## src/rtl/cache_ctrl_pkg.sv

```systemverilog
// Shared definitions for the cache sequencing controller.
//   state_e          controller FSM states
//   DefaultAddrW/DataW default datapath widths
//   CacheOpLookup/Write  encodings driven on cache_read while cache_en is high
package cache_ctrl_pkg;

    localparam int unsigned DefaultAddrW = 8;
    localparam int unsigned DefaultDataW = 32;

    localparam logic CacheOpLookup = 1'b1;
    localparam logic CacheOpWrite  = 1'b0;

    typedef enum logic [2:0] {
        StIdle,
        StLookup,
        StCheck,
        StMemWait,
        StFill,
        StResp
    } state_e;

endpackage

```

## src/rtl/sat_counter.sv

```systemverilog
// Saturating up-counter with synchronous clear.
//   clk    rising-edge clock
//   clr    synchronous clear (highest priority)
//   inc    increment enable; ignored once the count is all-ones
//   count  current count
module sat_counter #(
    parameter int unsigned WIDTH = 16
) (
    input  logic             clk,
    input  logic             clr,
    input  logic             inc,
    output logic [WIDTH-1:0] count
);

    logic [WIDTH-1:0] count_q, count_d;

    always_comb begin
        count_d = count_q;
        if (inc && (count_q != '1)) begin
            count_d = count_q + 1'b1;
        end
    end

    always_ff @(posedge clk) begin
        if (clr) begin
            count_q <= '0;
        end else begin
            count_q <= count_d;
        end
    end

    assign count = count_q;

endmodule

```

## src/rtl/cache_ctrl.sv

```systemverilog
// Sequencing controller between the CPU request port, a fully associative cache and main
// memory. Serialises requests, looks them up in the cache, fills on read miss, and writes every
// store through to memory (no write-allocate). Memory waits are bounded by TIMEOUT cycles.
//   clk, rst                      clock, synchronous active-high reset
//   cpu_req/we/addr/wdata         CPU request, held until cpu_ack
//   cpu_ack/rdata/err             one-cycle completion with read data and timeout flag
//   cache_en/read/addr/wdata      cache strobe, op (1 lookup, 0 write/fill), address, data
//   cache_hit/rdata               lookup result, valid the cycle after the lookup strobe
//   mem_req/we/addr/wdata         memory request, held until mem_ready or timeout
//   mem_ready/rdata               memory completion pulse and read data
//   hit_cnt/miss_cnt              saturating lookup statistics
module cache_ctrl
    import cache_ctrl_pkg::*;
#(
    parameter int unsigned ADDR_W  = DefaultAddrW,
    parameter int unsigned DATA_W  = DefaultDataW,
    parameter int unsigned TIMEOUT = 16,
    parameter int unsigned CNT_W   = 16
) (
    input  logic              clk,
    input  logic              rst,
    input  logic              cpu_req,
    input  logic              cpu_we,
    input  logic [ADDR_W-1:0] cpu_addr,
    input  logic [DATA_W-1:0] cpu_wdata,
    output logic              cpu_ack,
    output logic [DATA_W-1:0] cpu_rdata,
    output logic              cpu_err,
    output logic              cache_en,
    output logic              cache_read,
    output logic [ADDR_W-1:0] cache_addr,
    output logic [DATA_W-1:0] cache_wdata,
    input  logic              cache_hit,
    input  logic [DATA_W-1:0] cache_rdata,
    output logic              mem_req,
    output logic              mem_we,
    output logic [ADDR_W-1:0] mem_addr,
    output logic [DATA_W-1:0] mem_wdata,
    input  logic              mem_ready,
    input  logic [DATA_W-1:0] mem_rdata,
    output logic [CNT_W-1:0]  hit_cnt,
    output logic [CNT_W-1:0]  miss_cnt
);

    localparam int unsigned TmoW = $clog2(TIMEOUT + 1);
    localparam logic [TmoW-1:0] TmoLast = TmoW'(TIMEOUT - 1);

    state_e            state_q, state_d;
    logic              we_q, we_d;
    logic [ADDR_W-1:0] addr_q, addr_d;
    logic [DATA_W-1:0] wdata_q, wdata_d;
    // Holds cache hit data or the memory fill word; stays 0 for writes and errors.
    logic [DATA_W-1:0] data_q, data_d;
    logic              err_q, err_d;
    logic [TmoW-1:0]   tmo_q, tmo_d;
    logic              hit_inc, miss_inc;

    always_ff @(posedge clk) begin
        if (rst) begin
            state_q <= StIdle;
            we_q    <= 1'b0;
            addr_q  <= '0;
            wdata_q <= '0;
            data_q  <= '0;
            err_q   <= 1'b0;
            tmo_q   <= '0;
        end else begin
            state_q <= state_d;
            we_q    <= we_d;
            addr_q  <= addr_d;
            wdata_q <= wdata_d;
            data_q  <= data_d;
            err_q   <= err_d;
            tmo_q   <= tmo_d;
        end
    end

    always_comb begin
        state_d     = state_q;
        we_d        = we_q;
        addr_d      = addr_q;
        wdata_d     = wdata_q;
        data_d      = data_q;
        err_d       = err_q;
        tmo_d       = '0;
        hit_inc     = 1'b0;
        miss_inc    = 1'b0;
        cpu_ack     = 1'b0;
        cpu_rdata   = '0;
        cpu_err     = 1'b0;
        cache_en    = 1'b0;
        cache_read  = 1'b0;
        cache_addr  = '0;
        cache_wdata = '0;
        mem_req     = 1'b0;
        mem_we      = 1'b0;
        mem_addr    = '0;
        mem_wdata   = '0;

        unique case (state_q)
            StIdle: begin
                if (cpu_req) begin
                    we_d    = cpu_we;
                    addr_d  = cpu_addr;
                    wdata_d = cpu_wdata;
                    data_d  = '0;
                    err_d   = 1'b0;
                    state_d = StLookup;
                end
            end
            StLookup: begin
                cache_en   = 1'b1;
                cache_read = CacheOpLookup;
                cache_addr = addr_q;
                state_d    = StCheck;
            end
            StCheck: begin
                if (cache_hit) begin
                    hit_inc = 1'b1;
                    if (we_q) begin
                        // Write hit: update the cached copy now, memory is written next.
                        cache_en    = 1'b1;
                        cache_read  = CacheOpWrite;
                        cache_addr  = addr_q;
                        cache_wdata = wdata_q;
                        state_d     = StMemWait;
                    end else begin
                        data_d  = cache_rdata;
                        state_d = StResp;
                    end
                end else begin
                    miss_inc = 1'b1;
                    state_d  = StMemWait;
                end
            end
            StMemWait: begin
                mem_req   = 1'b1;
                mem_we    = we_q;
                mem_addr  = addr_q;
                mem_wdata = we_q ? wdata_q : '0;
                tmo_d     = tmo_q + 1'b1;
                // A ready arriving on the last allowed cycle still completes normally.
                if (mem_ready) begin
                    if (we_q) begin
                        state_d = StResp;
                    end else begin
                        data_d  = mem_rdata;
                        state_d = StFill;
                    end
                end else if (tmo_q == TmoLast) begin
                    err_d   = 1'b1;
                    state_d = StResp;
                end
            end
            StFill: begin
                cache_en    = 1'b1;
                cache_read  = CacheOpWrite;
                cache_addr  = addr_q;
                cache_wdata = data_q;
                state_d     = StResp;
            end
            StResp: begin
                cpu_ack   = 1'b1;
                cpu_rdata = data_q;
                cpu_err   = err_q;
                state_d   = StIdle;
            end
            default: begin
                state_d = StIdle;
            end
        endcase
    end

    sat_counter #(
        .WIDTH (CNT_W)
    ) u_hit_cnt (
        .clk   (clk),
        .clr   (rst),
        .inc   (hit_inc),
        .count (hit_cnt)
    );

    sat_counter #(
        .WIDTH (CNT_W)
    ) u_miss_cnt (
        .clk   (clk),
        .clr   (rst),
        .inc   (miss_inc),
        .count (miss_cnt)
    );

endmodule

```

## config.mk

```make
export PLATFORM = sky130hd
export DESIGN_NAME = cache_ctrl
export DESIGN_NICKNAME = d
export VERILOG_FILES = /design/src/rtl/cache_ctrl_pkg.sv /design/src/rtl/sat_counter.sv /design/src/rtl/cache_ctrl.sv
export SDC_FILE = /design/constraint.sdc
export NUM_CORES = 1
export LEC_CHECK = 0
export BUFFER_PORTS_ARGS = -buffer_cell sky130_fd_sc_hd__buf_2
export CORE_MARGIN = 8
export CORE_UTILIZATION = 35
export DETAILED_ROUTE_END_ITERATION = 8
export GPL_TIMING_DRIVEN = 0
export PLACE_DENSITY = 0.64
export SLEW_MARGIN = 20
export SYNTH_ARGS = -nofsm -noshare
export SYNTH_HDL_FRONTEND = slang
export SYNTH_SLANG_ARGS = --single-unit
```

## constraint.sdc

```tcl
create_clock -name clk -period 1.8 [get_ports clk]
set_input_delay 0.36 -clock clk [delete_from_list [all_inputs] [get_ports clk]]
set_output_delay 0.36 -clock clk [all_outputs]
set_load 0.005 [all_outputs]
```

After elaboration in Yosys (flattened, before gate mapping) --
Index checks and enable logic that the tools add are counted.
Word-level totals: register bits after elaboration 114, input bits 110, output and inout bits 150
Cells by class: $add $sub $neg 3, equal/unequal tests 16, mux-type cells 38, bitwise operators 1, reductions and logical operators 11
Operators by type and width (count):
- 2-to-1 mux 32 bit | 9
- case mux 32 bit (3 select lines) | 1
- case mux 32 bit (2 select lines) | 1
- adder 16 x 1 -> 16 bit (second input constant) | 2
- inequality test 16 bit (second input constant) | 2
- 2-to-1 mux 8 bit | 3
- case mux 8 bit (2 select lines) | 1
- 2-to-1 mux 1 bit | 15
- 2-to-1 mux 3 bit | 5
- case mux 3 bit (5 select lines) | 1
- inequality test 2 bit (second input constant) | 7
- equality test 3 x 2 -> 1 bit (second input constant) | 2
- equality test 3 bit (second input constant) | 2
- AND reduction 6 bit | 1
- adder 5 x 1 -> 5 bit (second input constant) | 1
- equality test 5 x 4 -> 1 bit (second input constant) | 1
- case mux 1 bit (2 select lines) | 2
- AND reduction 2 bit | 2
- AND reduction 4 bit | 1
- OR reduction 2 bit | 2
- equality test 3 x 1 -> 1 bit (second input constant) | 1
- zero test 3 bit | 1
- inequality test 3 bit (second input constant) | 1
- nonzero test 3 bit | 1
- 3 further kinds | 4

Logic depth before layout (Yosys ltp) --
Gate-level depths: netlist (run 1).
word-level depth 4, gate-level depth with buffers 7, depth with buffers taken out 6

By module --
A second synthesis (run 1) with hierarchy kept.
Unflattened totals: cell total of the unflattened synthesis 727, area, all modules 6412.4 um2
Modules (own cells, without submodules):
- cache_ctrl | times used 1, cells an instance 529, area an instance 4715.8 um2
- sat_counter | times used 2, cells an instance 99, area an instance 848.3 um2

Worst setup path after synthesis (run 1) --
OpenSTA, ideal clock, no wires.
path kind reg-to-output, start point register state_q[0], end point output cache_wdata[0], arrival 1499 ps, data required time 1440 ps, slack -59 ps, stages on the path, launching flop included 5, cell sequence dfxtp_1 buf_2 nor3b_1 clkbuf_1 a22o_1
On the way: longest elaborated chain between the ends 2, elaborated cells on any way between the ends 3
RTL lines:
- start, declared | RTL line cache_ctrl.sv:48 | state_e state_q, state_d;
- start signal, assigned | RTL line cache_ctrl.sv:60 | state_q <= StIdle;
- start signal, assigned | RTL line cache_ctrl.sv:68 | state_q <= state_d;
- equality test 3 bit or equality test 3 x 2 -> 1 bit (tied branches) | RTL line cache_ctrl.sv:100 | unique case (state_q)
- case mux 32 bit (2 select lines) * | RTL line cache_ctrl.sv:100
- end, declared | RTL line cache_ctrl.sv:32 | output logic [DATA_W-1:0] cache_wdata,
Mark *: on every way between the ends. The rest lies on a longest branch, timed or not.

Worst setup path after layout (run 1) --
start point register state_q[1], end point output cache_wdata[21]
Same word-level chain as after synthesis.

==> results of run 1 <==
## final timing paths
path | from | cells after the start | slack, ps | to
setup / recovery | state_q[1]$_SDFFE_PP0P_ | 5 | -340 | cache_wdata[21]
hold / removal | cpu_wdata[7] | 3 | 170 | wdata_q[7]$_SDFFE_PP0P_
setup reg to reg | state_q[2]$_SDFFE_PP0P_ | 6 | -130 | u_miss_cnt.count[6]$_SDFFE_PP0P_
hold reg to reg | addr_q[0]$_SDFFE_PP0P_ | 2 | 470 | addr_q[0]$_SDFFE_PP0P_
## layer usage
metal / vias to the layer above / global-route usage / share of wire
li1: 3117 / - / -
met1: 3075 / 0.271 / 0.42
met2: 284 / 0.366 / 0.49
met3: 53 / 0.0608 / 0.068
met4: 4 / 0.0872 / 0.024
met5: - / 0 / 0.00090
## cell type report
cell class,instances,area (um^2),share of cell area
Clock buffer,19,443,0.0463
Antenna cell,1,2.50,0.000262
Buffer,50,519,0.0543
Multi-Input combinational cell,519,3680,0.385
Inverter,9,38.8,0.00406
Clock inverter,13,209,0.0219
Timing Repair Buffer,314,2100,0.220
Tap cell,216,270,0.0283
Sequential cell,114,2300,0.240
## power breakdown
part           leakage (nW)  internal [W]  switching [W]
combinational          3.01      0.000685       0.000713
sequential            0.935       0.00271       0.000180
clock                 0.309       0.00249        0.00123
total                  4.26       0.00588        0.00212
## cell usage in the layout (no fill, tap or decap), drive strengths merged, types with 16 or more instances in the layout
master,count
a211oi,34
a21oi,50
and2,68
clkbuf,51
nor2,65
nor3,16
and3,17
a22oi,32
dfxtp,114
a22o,32
nand2,91
buf,332
xor2,18
## critical path: cells and delay by family, from the launching register on
| family | cells | cell delay, ps |
|---|---|---|
| DFF | 1 | 360 |
| and+or+nand+nor | 2 | 450 |
| buffers and inverters | 2 | 330 |
| AOI/OAI and AO/OA | 1 | 240 |
## Yosys cell counts, types with 2 or more instances
library cell	number	area (um^2)
clkbuf_1	47	176
a21oi_2	2	17.5
mux2i_1	2	20.0
o21ai_0	7	35.0
o2111ai_1	3	26.3
o21ai_1	2	10.0
nand4_1	9	56.3
inv_1	8	30.0
nor2_1	64	240
nor4_1	3	18.8
a22oi_1	32	240
and4_1	5	43.8
and3_1	16	100
nor3b_1	3	22.5
xor2_1	18	158
or3_1	2	12.5
buf_2	6	30.0
nor3_2	2	20.0
a21oi_1	48	240
buf_6	2	22.5
nor2b_1	11	68.8
a22o_1	32	280
xnor2_1	10	87.6
nor3_1	14	70.1
a31oi_1	3	18.8
nand2_1	91	342
ha_1	4	50.1
and2_1	68	425
nand3_1	11	55.1
nand2b_1	3	18.8
dfxtp_1	114	2280
a211oi_1	34	255
o211ai_1	4	30.0
## sequential cells by signal (all words and copies together), names as in the netlist
name and cells:
we_q 1, wdata_q 32, state_q 3, data_q 32
u_hit_cnt.count 16, tmo_q 5, err_q 1, addr_q 8
u_miss_cnt.count 16
## through the flow
stage | hold slack (ps) | utilization | area, um^2 | power (W) | std cells
2_1_floorplan | 432 | - | 5650 | 0.00339 | 695
3_3_place_gp | 451 | 0.456 | 7210 | 0.00376 | 1169
3_5_place_dp | 454 | 0.456 | 7210 | 0.00377 | 1169
4_1_cts | 162 | 0.550 | 8700 | 0.00774 | 1232
5_1_grt | 168 | 0.604 | 9560 | 0.00828 | 1254
6_report | 175 | 0.604 | 9560 | 0.00800 | 1255
## repair_timing
item / CTS / global route
endpoints found under the setup margin: 210 / 217
buffers inserted: 29 / 18
gates cloned: 7 / 5
hold endpoints to repair: 0 / 0
gates resized for setup: 153 / 178
pin swaps: 26 / 53
## cells by family (layout without fill, tap and decap cells)
family	Yosys count	in the layout	share of synthesized area
other	0	1	0
adders and majority gates	4	4	0.00886
xor gates and xnor gates	28	28	0.0434
muxes	3	3	0.00554
DFF	114	114	0.404
buffers and inverters	64	405	0.0465
and+or+nand+nor	313	315	0.285
AOI/OAI and AO/OA	169	169	0.207
==> summary.md, run 1 <==
| Metric | Value |
|---|---|
| Failing checks | setup timing |
| Yosys cell types | between 40 and 50 |
| Main synth FF type | dfxtp_1 |
| Critical path required time | roughly 1400 ps |
| CTS tree | yes |
| Core area | about 16000 um^2 |
| Post-DP HPWL | between 15000 and 20000 um |
| Final Cycle Share | 1.19 |
| Hold Fails Final Rpt | 0 |
| Die area | roughly 20000 um^2 |
| DRC | 0 |
| Initial Util | 0.357 |
| Pwr dens | about 840 nW/um^2 |
| Unrepaired setup endpoints after global routing | yes |
| Die height | between 100 and 150 um |
| Nets | between 1000 and 1500 |
| Number of enable flip-flop cells after synthesis | 0 |
| Max-cap viol count | 0 |
| Worst setup path class | register to output port |
| DRT Wirelength | ~24000 um |
| Leak | ~4.3 nW |
| Worst Setup End Kind | output port |
| Tmin final | roughly 2100 ps |
| Status | complete, but fails checks |
| Worst Hold Class | input port to register |
| Global route overflow | 0 |
| Clock Pin Slew Worst Setup and Hold Paths | 60 ps |
| Final setup margin | -341 ps |
| Routability congestion estimate from global placement | ~0.8 |
| Ports | between 200 and 300 |
| Synthesis Warnings | 0 |
| Critical path's slowest cell | dfxtp_4 |
| Fin. max-slew vios | 0 |
| Initial antenna violation count | 2 |
| Dpl ws | -630 ps |
| Clock Latency Late Sink | approximately 420 ps |
| Worst-margin pin slew | 722 ps |
| Crit start category | register |
| Pin count of the biggest net entering global routing | 17 |
| Synth Instances | 695 |
| Post-synthesis sequential area ratio | 0.404 |
| Number of I/O port buffers | between 200 and 300 |
| Layout Skew | approximately 12 ps |
| Rows | 46 |
| Global-route wire length before repair | between 30000 and 40000 um |
| Share of post-route cells with drive strength above 1 | 0.498 |
| Number of DRC markers in iteration 0 | approximately 340 |
| Seq cells post-synth | between 100 and 150 |
| GRT Resource Usage Total | 0.223 |
| Post-route ant nets | 0 |
| Final setup viols | 133 |
| Syn nets | a little over 800 |
| Arrival time worst endpoint | 1780 ps |
| Area grow syn2layout | 69.3% |
| Hold-fix buffers at CTS | 0 |
| Maximum clock frequency | 0.467 GHz |
| Die W | approximately 140 um |
| Crit-path max cell delay | between 300 and 400 ps |
| Critical path peak fanout | 10 |
| CTS max path bufs | 2 |
| CTS sink cnt | about 110 |
| IR drop worst, VDD | approximately 0.0007 V |
| Routed vias | around 6500 |
| Via count normalized by instance count | ~5.2 |
| Setup TNS | -32900 ps |
| CTS H-tree depth | 4 |
| Critical-path cell list | and4bb_2, and2_4, clkbuf_16, a22o_1, buf_2 |
| Asr flop ratio synth | 0 |
| FILL cells | about 1300 |
| Number of global-route vias before repair | 6300 |
| Cts bufs inserted | 17 |
| TritonRoute pass-1 iters | 5 |
| Routed len/inst | between 15 and 20 um |
| Mapped Avg Cell Area | just over 8 um^2 |
| Root buf cell | clkbuf_16 |
| Headroom to the max-slew limit | 0.519 |
| Mapped cell area | roughly 5600 um^2 |
Note: power is estimated with default switching activity, not from simulation.
==> inputs of run 2 (changes only) <==
--- a/config.mk
+++ b/config.mk
@@ -10,7 +10,7 @@
 export CORE_UTILIZATION = 35
 export DETAILED_ROUTE_END_ITERATION = 8
 export GPL_TIMING_DRIVEN = 0
-export PLACE_DENSITY = 0.64
+export PLACE_DENSITY = 0.65
 export SLEW_MARGIN = 20
 export SYNTH_ARGS = -nofsm -noshare
 export SYNTH_HDL_FRONTEND = slang
==> run 2 against run 1 <==
The run still ends with setup timing left; fmax barely moved; critical path depth is the same; setup slack lost 1.6 ps; final cell count is essentially flat; non-clock buffer count up 1; cell area increased by 0.52%; total power is 1.7% lower; largest cell class unchanged; highest routed layer is now met4.
==> summary.md, run 2 (synthesis gave the netlist of run 1 again) <==
| Metric | Value |
|---|---|
| Fin. max-slew vios | 0 (unchanged) |
| Leak | 4.28 nW (was 4.26 nW) |
| Via count normalized by instance count | 5.24 (was 5.21) |
| Die W | 143 um (unchanged) |
| Final Cycle Share | 1.19 (about the same) |
| Total power | 0.00787 W (was 0.00800 W) |
| Sequential Area | 2300 um^2 (about the same) |
| Pwr dens | 819 nW/um^2 (was 837 nW/um^2) |
| Commonest non-fill, non-tap cells in the layout | buf_2, dfxtp_1, nand2_1 (unchanged) |
| Regs by FF count | data_q x32, wdata_q x32 (unchanged) |
| Critical path peak fanout | 10 (unchanged) |
| CTS max path bufs | 2 (unchanged) |
| Worst Setup End Kind | output port (unchanged) |
| Post-DP HPWL | 17000 um (about the same) |
| CTS tree | yes (unchanged) |
| FILL cells | 1371 (was 1346) |
| Critical-path cell list | and4bb_2, and2_4, buf_8, a22o_1, buf_2 (was and4bb_2, and2_4, clkbuf_16, a22o_1, buf_2) |
| DRT Wirelength | 25000 um (was 24500 um) |
| Number of DRC markers in iteration 0 | 300 (was 344) |
| Number of I/O port buffers | 258 (unchanged) |
| Die area | 20500 um^2 (unchanged) |
| Routed vias | 6579 (was 6533) |
| Diode count | 0 (was 1) |
| Final setup viols | 158 (was 133) |
| Layout Skew | 11.3 ps (was 12.4 ps) |
| Unrepaired setup endpoints after global routing | yes (unchanged) |
| Hold Fails Final Rpt | 0 (unchanged) |
| GRT Resource Usage Total | 0.224 (was 0.223) |
| Crit start category | register (unchanged) |
| Placed Area | 7210 um^2 (unchanged) |
| Number of global-route vias before repair | 6325 (was 6300) |
| Worst Hold Class | input port to register (unchanged) |
| Nets | 1141 (was 1139) |
| Share of post-route cells with drive strength above 1 | 0.506 (was 0.498) |
| Arrival time worst endpoint | 1780 ps (about the same) |
| Multi-input gate area | 3730 um^2 (was 3680 um^2) |
| Maximum clock frequency | 0.467 GHz (about the same) |
| Worst-margin pin slew | 845 ps (was 722 ps) |
| Initial antenna violation count | 0 (was 2) |
| Worst setup path class | register to output port (unchanged) |
| Failing checks | setup timing (unchanged) |
| Rows | 46 (unchanged) |
| CTS H-tree depth | 4 (unchanged) |
| Critical path's slowest cell | dfxtp_2 (was dfxtp_4) |
| TritonRoute pass-1 iters | 4 (was 5) |
| Clock Pin Slew Worst Setup and Hold Paths | 60 ps (about the same) |
| Crit-path max cell delay | 360 ps (about the same) |
| Ports | 260 (unchanged) |
| Post-route ant nets | 0 (unchanged) |
| Final setup margin | -343 ps (was -341 ps) |
| Pin count of the biggest net entering global routing | 17 (unchanged) |
| Cts bufs inserted | 17 (unchanged) |
| Hold path depth | 3 (unchanged) |
| Global route overflow | 0 (unchanged) |
| Routability congestion estimate from global placement | 0.833 (was 0.822) |
| Initial Util | 0.357 (unchanged) |
| Tmin final | 2140 ps (about the same) |
| Core area | 15800 um^2 (unchanged) |
| CTS sink cnt | 114 (unchanged) |
| Die height | 143 um (unchanged) |
| Status | complete, but fails checks (unchanged) |
| Max-cap viol count | 0 (unchanged) |
| Area grow syn2layout | 70.2% (was 69.3%) |
| DRC | 0 (unchanged) |
| IR drop worst, VDD | 0.000697 V (about the same) |
| Final instance area | 9610 um^2 (was 9560 um^2) |
| Clock Latency Late Sink | 420 ps (about the same) |
| Critical path required time | 1440 ps (about the same) |
| Headroom to the max-slew limit | 0.436 (was 0.519) |
| Global-route wire length before repair | 35000 um (was 34800 um) |
| R2R cell count | 7 (was 6) |
| Routed len/inst | 19.9 um (was 19.5 um) |
| Commonest non-fill, non-tap cell in the layout | buf_2 (unchanged) |
| Root buf cell | clkbuf_16 (unchanged) |
run 2: cell types whose count changed in the layout (fill, tap and decap cells not counted), sizes merged:
cell	previous run	this run
clkbuf	51	47
inv	8	9
a21oi	50	51
bufinv	5	4
clkinv	6	4
diode	1	0
clkinvlp	3	1
buf	332	341
run 2: final timing paths:
check	startpoint	end	slack, ps
worst max-delay path	state_q[0]$_SDFFE_PP0P_	cache_wdata[15]	-340
worst min-delay path	cpu_wdata[24]	wdata_q[24]$_SDFFE_PP0P_	180
worst max register to register	state_q[2]$_SDFFE_PP0P_	u_miss_cnt.count[9]$_SDFFE_PP0P_	-130
worst min register to register	addr_q[6]$_SDFFE_PP0P_	addr_q[6]$_SDFFE_PP0P_	470
run 2: metrics by stage:
step / setup TNS (ps) / util / setup slack (ps) / cells / hold slack (ps)
2_1_floorplan: 0 / - / 17.2 / 695 / 432
3_3_place_gp: -57020 / 0.456 / -648 / 1169 / 450
3_5_place_dp: -60680 / 0.456 / -630 / 1169 / 460
4_1_cts: -33840 / 0.550 / -354 / 1225 / 163
5_1_grt: -43180 / 0.607 / -387 / 1256 / 176
6_report: -33150 / 0.607 / -343 / 1256 / 181
run 2: where the power goes:
group	leakage, nW	internal [W]	switching (W)
Sequential	0.935	0.00271	0.000173
Combinational	3.03	0.000620	0.000710
Clock	0.313	0.00246	0.00120
run 2: layout make-up:
type / instances / area share
plain buffers: 50 / 0.0483
clock buffers: 23 / 0.0508
clock inverters: 9 / 0.0158
inverters: 9 / 0.00430
multi-input cells: 520 / 0.388
flip-flops and latches: 114 / 0.239
well taps: 216 / 0.0281
repair buffers: 315 / 0.226
run 2: what timing repair did:
action                                  4_1_cts  5_1_grt
resized for setup                           175      178
endpoints found under the setup margin      211      216
cloned                                        6        8
buffers inserted                             21       25
pin swaps                                    29       44
hold buffers                                  0        0
run 2: routing by layer:
metal	GRT usage	share of wire	up-vias
met3	0.0658	0.079	39
met2	0.380	0.49	297
met4	0.0721	0.022	0
met1	0.265	0.40	3120
li1	-	-	3123
met5	0	0	-
run 2: worst max-delay path, delay by kind of cell (launching register included):
family                 cells  cell delay (ps)
AO/OA/AOI/OAI              1              260
flip-flops                 1              360
AND/OR/NAND/NOR            2              460
buffers and inverters      2              300
==> inputs of run 3 (changes only) <==
--- a/config.mk
+++ b/config.mk
@@ -5,12 +5,13 @@
 export SDC_FILE = /design/constraint.sdc
 export NUM_CORES = 1
 export LEC_CHECK = 0
+export ABC_AREA = 1
 export BUFFER_PORTS_ARGS = -buffer_cell sky130_fd_sc_hd__buf_2
 export CORE_MARGIN = 8
 export CORE_UTILIZATION = 35
 export DETAILED_ROUTE_END_ITERATION = 8
 export GPL_TIMING_DRIVEN = 0
-export PLACE_DENSITY = 0.65
+export PLACE_DENSITY_LB_ADDON = 0.15
 export SLEW_MARGIN = 20
 export SYNTH_ARGS = -nofsm -noshare
 export SYNTH_HDL_FRONTEND = slang
==> run 3 against run 2 <==
Largest cell class unchanged; fmax grew 2.9%; synthesized area increased by 11%; hold slack improved by 33 ps; highest routed layer unchanged; synthesized cell count grew 43%; the run still ends with setup timing left; critical endpoint is now cache_wdata[3]; largest power group is now combinational cells; register-to-register slack improved by 220 ps.
==> summary.md, run 3 <==
| Metric | Value |
|---|---|
| Status | complete, but fails checks (unchanged) |
| Failing checks | setup timing (unchanged) |
| Final Cycle Share | 1.16 (was 1.19) |
| Share of post-route cells with drive strength above 1 | 0.388 (was 0.506) |
| Post-DP HPWL | 19400 um (was 17000 um) |
| Routability congestion estimate from global placement | 0.899 (was 0.833) |
| Routed len/inst | 17.0 um (was 19.9 um) |
| Regs by FF count | data_q x32, wdata_q x32 (unchanged) |
| Via count normalized by instance count | 4.85 (was 5.24) |
| Total power | 0.0107 W (was 0.00787 W) |
| Mux cell area share after synthesis | 0 (was 0.00554) |
| DRT Wirelength | 26400 um (was 25000 um) |
| Worst-margin pin slew | 688 ps (was 845 ps) |
| Worst Setup End Kind | output port (unchanged) |
| Initial Util | 0.352 (was 0.357) |
| Number of enable flip-flop cells after synthesis | 0 (unchanged) |
| Crit start category | register (unchanged) |
| Synth area leaders | dfxtp_1, nor2_1, inv_1, nand2_1, a21oi_1 (was dfxtp_1, and2_1, nand2_1, a22o_1, a211oi_1) |
| Cts bufs inserted | 17 (unchanged) |
| Worst setup path class | register to output port (unchanged) |
| Main synth FF type | dfxtp_1 (unchanged) |
| Final hold slack | 215 ps (was 181 ps) |
| DRC | 0 (unchanged) |
| Tmin final | 2080 ps (was 2140 ps) |
| CTS H-tree depth | 4 (unchanged) |
| Yosys cell types | 30 (was 48) |
| CTS tree | yes (unchanged) |
| Nets | 1423 (was 1141) |
| Initial antenna violation count | 1 (was 0) |
| Hold-fix buffers at CTS | 0 (unchanged) |
| Cell Count, Final, Fillers Out | 1552 (was 1256) |
| Synth Instances | 996 (was 695) |
| Critical path required time | 1440 ps (about the same) |
| Unrepaired setup endpoints after global routing | yes (unchanged) |
| Crit-path max cell delay | 360 ps (about the same) |
| Compound-Gate Fraction of Synth Area | 0.165 (was 0.207) |
| Cell family with most CP delay | buffers and inverters (was simple AND/OR/NAND/NOR gates) |
| Commonest non-fill, non-tap cells in the layout | buf_2, nor2_1, inv_1 (was buf_2, dfxtp_1, nand2_1) |
| GRT Resource Usage Total | 0.224 (about the same) |
| Die W | 150 um (was 143 um) |
| Post-synthesis sequential area ratio | 0.365 (was 0.404) |
| CTS sink cnt | 114 (unchanged) |
| Setup TNS | -22730 ps (was -33150 ps) |
| Clock Latency Late Sink | 420 ps (about the same) |
| Top-count cell post-synth | nor2_1 (was dfxtp_1) |
| Arrival time worst endpoint | 1720 ps (was 1780 ps) |
| Critical path's slowest cell | dfxtp_4 (was dfxtp_2) |
| Global-route wire length before repair | 39000 um (was 35000 um) |
| Critical-path cell list | inv_6, nand3_4, inv_8, nand2_8, clkbuf_8, o32ai_2, buf_2 (was and4bb_2, and2_4, buf_8, a22o_1, buf_2) |
| Xor-xnor portion of the synthesized cell area | 0.0154 (was 0.0434) |
| IR drop worst, VDD | 0.000660 V (was 0.000697 V) |
| Final setup viols | 115 (was 158) |
| TritonRoute pass-1 iters | 5 (was 4) |
| Number of I/O port buffers | 258 (unchanged) |
| Mapped cell area | 6260 um^2 (was 5650 um^2) |
| Placed cells | 1483 (was 1169) |
| Final setup margin | -282 ps (was -343 ps) |
| Leading area contributor after synthesis | dfxtp_1 (unchanged) |
| CTS max path bufs | 2 (unchanged) |
| Routed vias | 7533 (was 6579) |
| Largest family of logic cells by synthesized area | simple AND/OR/NAND/NOR gates (unchanged) |
| Root buf cell | clkbuf_16 (unchanged) |
| Synthesis Warnings | 0 (unchanged) |
| Hold Fails Final Rpt | 0 (unchanged) |
| Ports | 260 (unchanged) |
| Clock Pin Slew Worst Setup and Hold Paths | 60 ps (about the same) |
| Area grow syn2layout | 61.2% (was 70.2%) |
| Synth Area in Adders | 0.00800 (was 0.00886) |
| Top-area cell type share of the netlist area | 0.365 (was 0.404) |
| Rows | 49 (was 46) |
| Global route overflow | 0 (unchanged) |
| Maximum clock frequency | 0.480 GHz (was 0.467 GHz) |
| Number of DRC markers in iteration 0 | 480 (was 300) |
| Commonest cells post-synth | nor2_1, inv_1, nand2_1 (was dfxtp_1, nand2_1, and2_1) |
| Mapped Avg Cell Area | 6.28 um^2 (was 8.12 um^2) |
| Core Util, Final | 0.567 (was 0.607) |
| Leak | 4.65 nW (was 4.28 nW) |
| Layout Skew | 9.93 ps (was 11.3 ps) |
| Critical path peak fanout | 6 (was 10) |
| Max-cap viol count | 0 (unchanged) |
| Worst Hold Class | input port to register (unchanged) |
| Die height | 150 um (was 143 um) |
| Number of global-route vias before repair | 7171 (was 6325) |
| Core area | 17800 um^2 (was 15800 um^2) |
| Pin count of the biggest net entering global routing | 17 (unchanged) |
| Syn nets | 1110 (was 809) |
| Commonest non-fill, non-tap cell in the layout | buf_2 (unchanged) |
| Synth Area in Simple Gates | 0.312 (was 0.285) |
| Post-route ant nets | 0 (unchanged) |
| Pwr dens | 1060 nW/um^2 (was 819 nW/um^2) |
| Headroom to the max-slew limit | 0.542 (was 0.436) |
| Seq cells post-synth | 114 (unchanged) |
| Die area | 22400 um^2 (was 20500 um^2) |
| Asr flop ratio synth | 0 (unchanged) |
| WP buf/inv | 4 (was 2) |
| Fin. max-slew vios | 0 (unchanged) |
run 3: worst register-to-register path, delay by kind of cell, from the launching register on:
| kind | cells | cell delay, ps |
|---|---|---|
| buffers and inverters | 6 | 740 |
| and+or+nand+nor | 5 | 390 |
| DFF | 1 | 370 |
| AOI/OAI and AO/OA | 1 | 110 |
run 3: per-layer routing:
layer / vias up / track usage / routed length (um)
met2: 281 / 0.341 / 12000
li1: 3783 / - / -
met4: 0 / 0.0935 / 743
met3: 44 / 0.0732 / 2160
met1: 3425 / 0.286 / 11500
met5: - / 0 / 0
run 3: repair_timing:
action	in CTS	in global routing
resized for setup	146	178
hold endpoints to repair	0	0
gates cloned	7	3
buffers inserted	19	7
setup endpoints to repair	128	189
pin swaps	4	9
run 3: cell families after synthesis:
kind of cell               after synthesis
DFF                                    114
and+or+nand+nor                        471
buffers and inverters                  210
adders and majority gates                4
xor gates and xnor gates                11
AOI/OAI and AO/OA                      186
run 3: per-stage QoR:
stage | setup slack [ps] | instance area, um^2
floorplan | 201 | 6260
global placement | -458 | 7840
detailed placement | -449 | 7840
CTS | -311 | 9300
global route | -351 | 10100
finish | -282 | 10100
run 3: where the power goes:
group | total, W | switching, W | internal, W
clock network | 0.00374 | 0.00123 | 0.00251
registers | 0.00324 | 0.000232 | 0.00301
logic | 0.00374 | 0.00245 | 0.00129
run 3: final cells by class:
class / count / area, um^2
Multi-Input combinational cell: 672 / 3950
Inverter: 155 / 617
Fill cell: 1743 / 7690
Sequential cell: 114 / 2300
Clock buffer: 21 / 460
Timing Repair Buffer: 294 / 1790
Tap cell: 229 / 287
Buffer: 55 / 495
Clock inverter: 10 / 181
Antenna cell: 2 / 5.00
run 3: worst paths after layout:
kind,from,end,slack [ps],depth (start not counted)
max,state_q[2]$_SDFFE_PP0P_,cache_wdata[3],-280,7
min,cpu_wdata[9],wdata_q[9]$_SDFFE_PP0P_,210,3
max reg2reg,state_q[2]$_SDFFE_PP0P_,data_q[10]$_SDFFE_PP0P_,90,12
min reg2reg,tmo_q[0]$_SDFF_PP0_,tmo_q[0]$_SDFF_PP0_,460,1
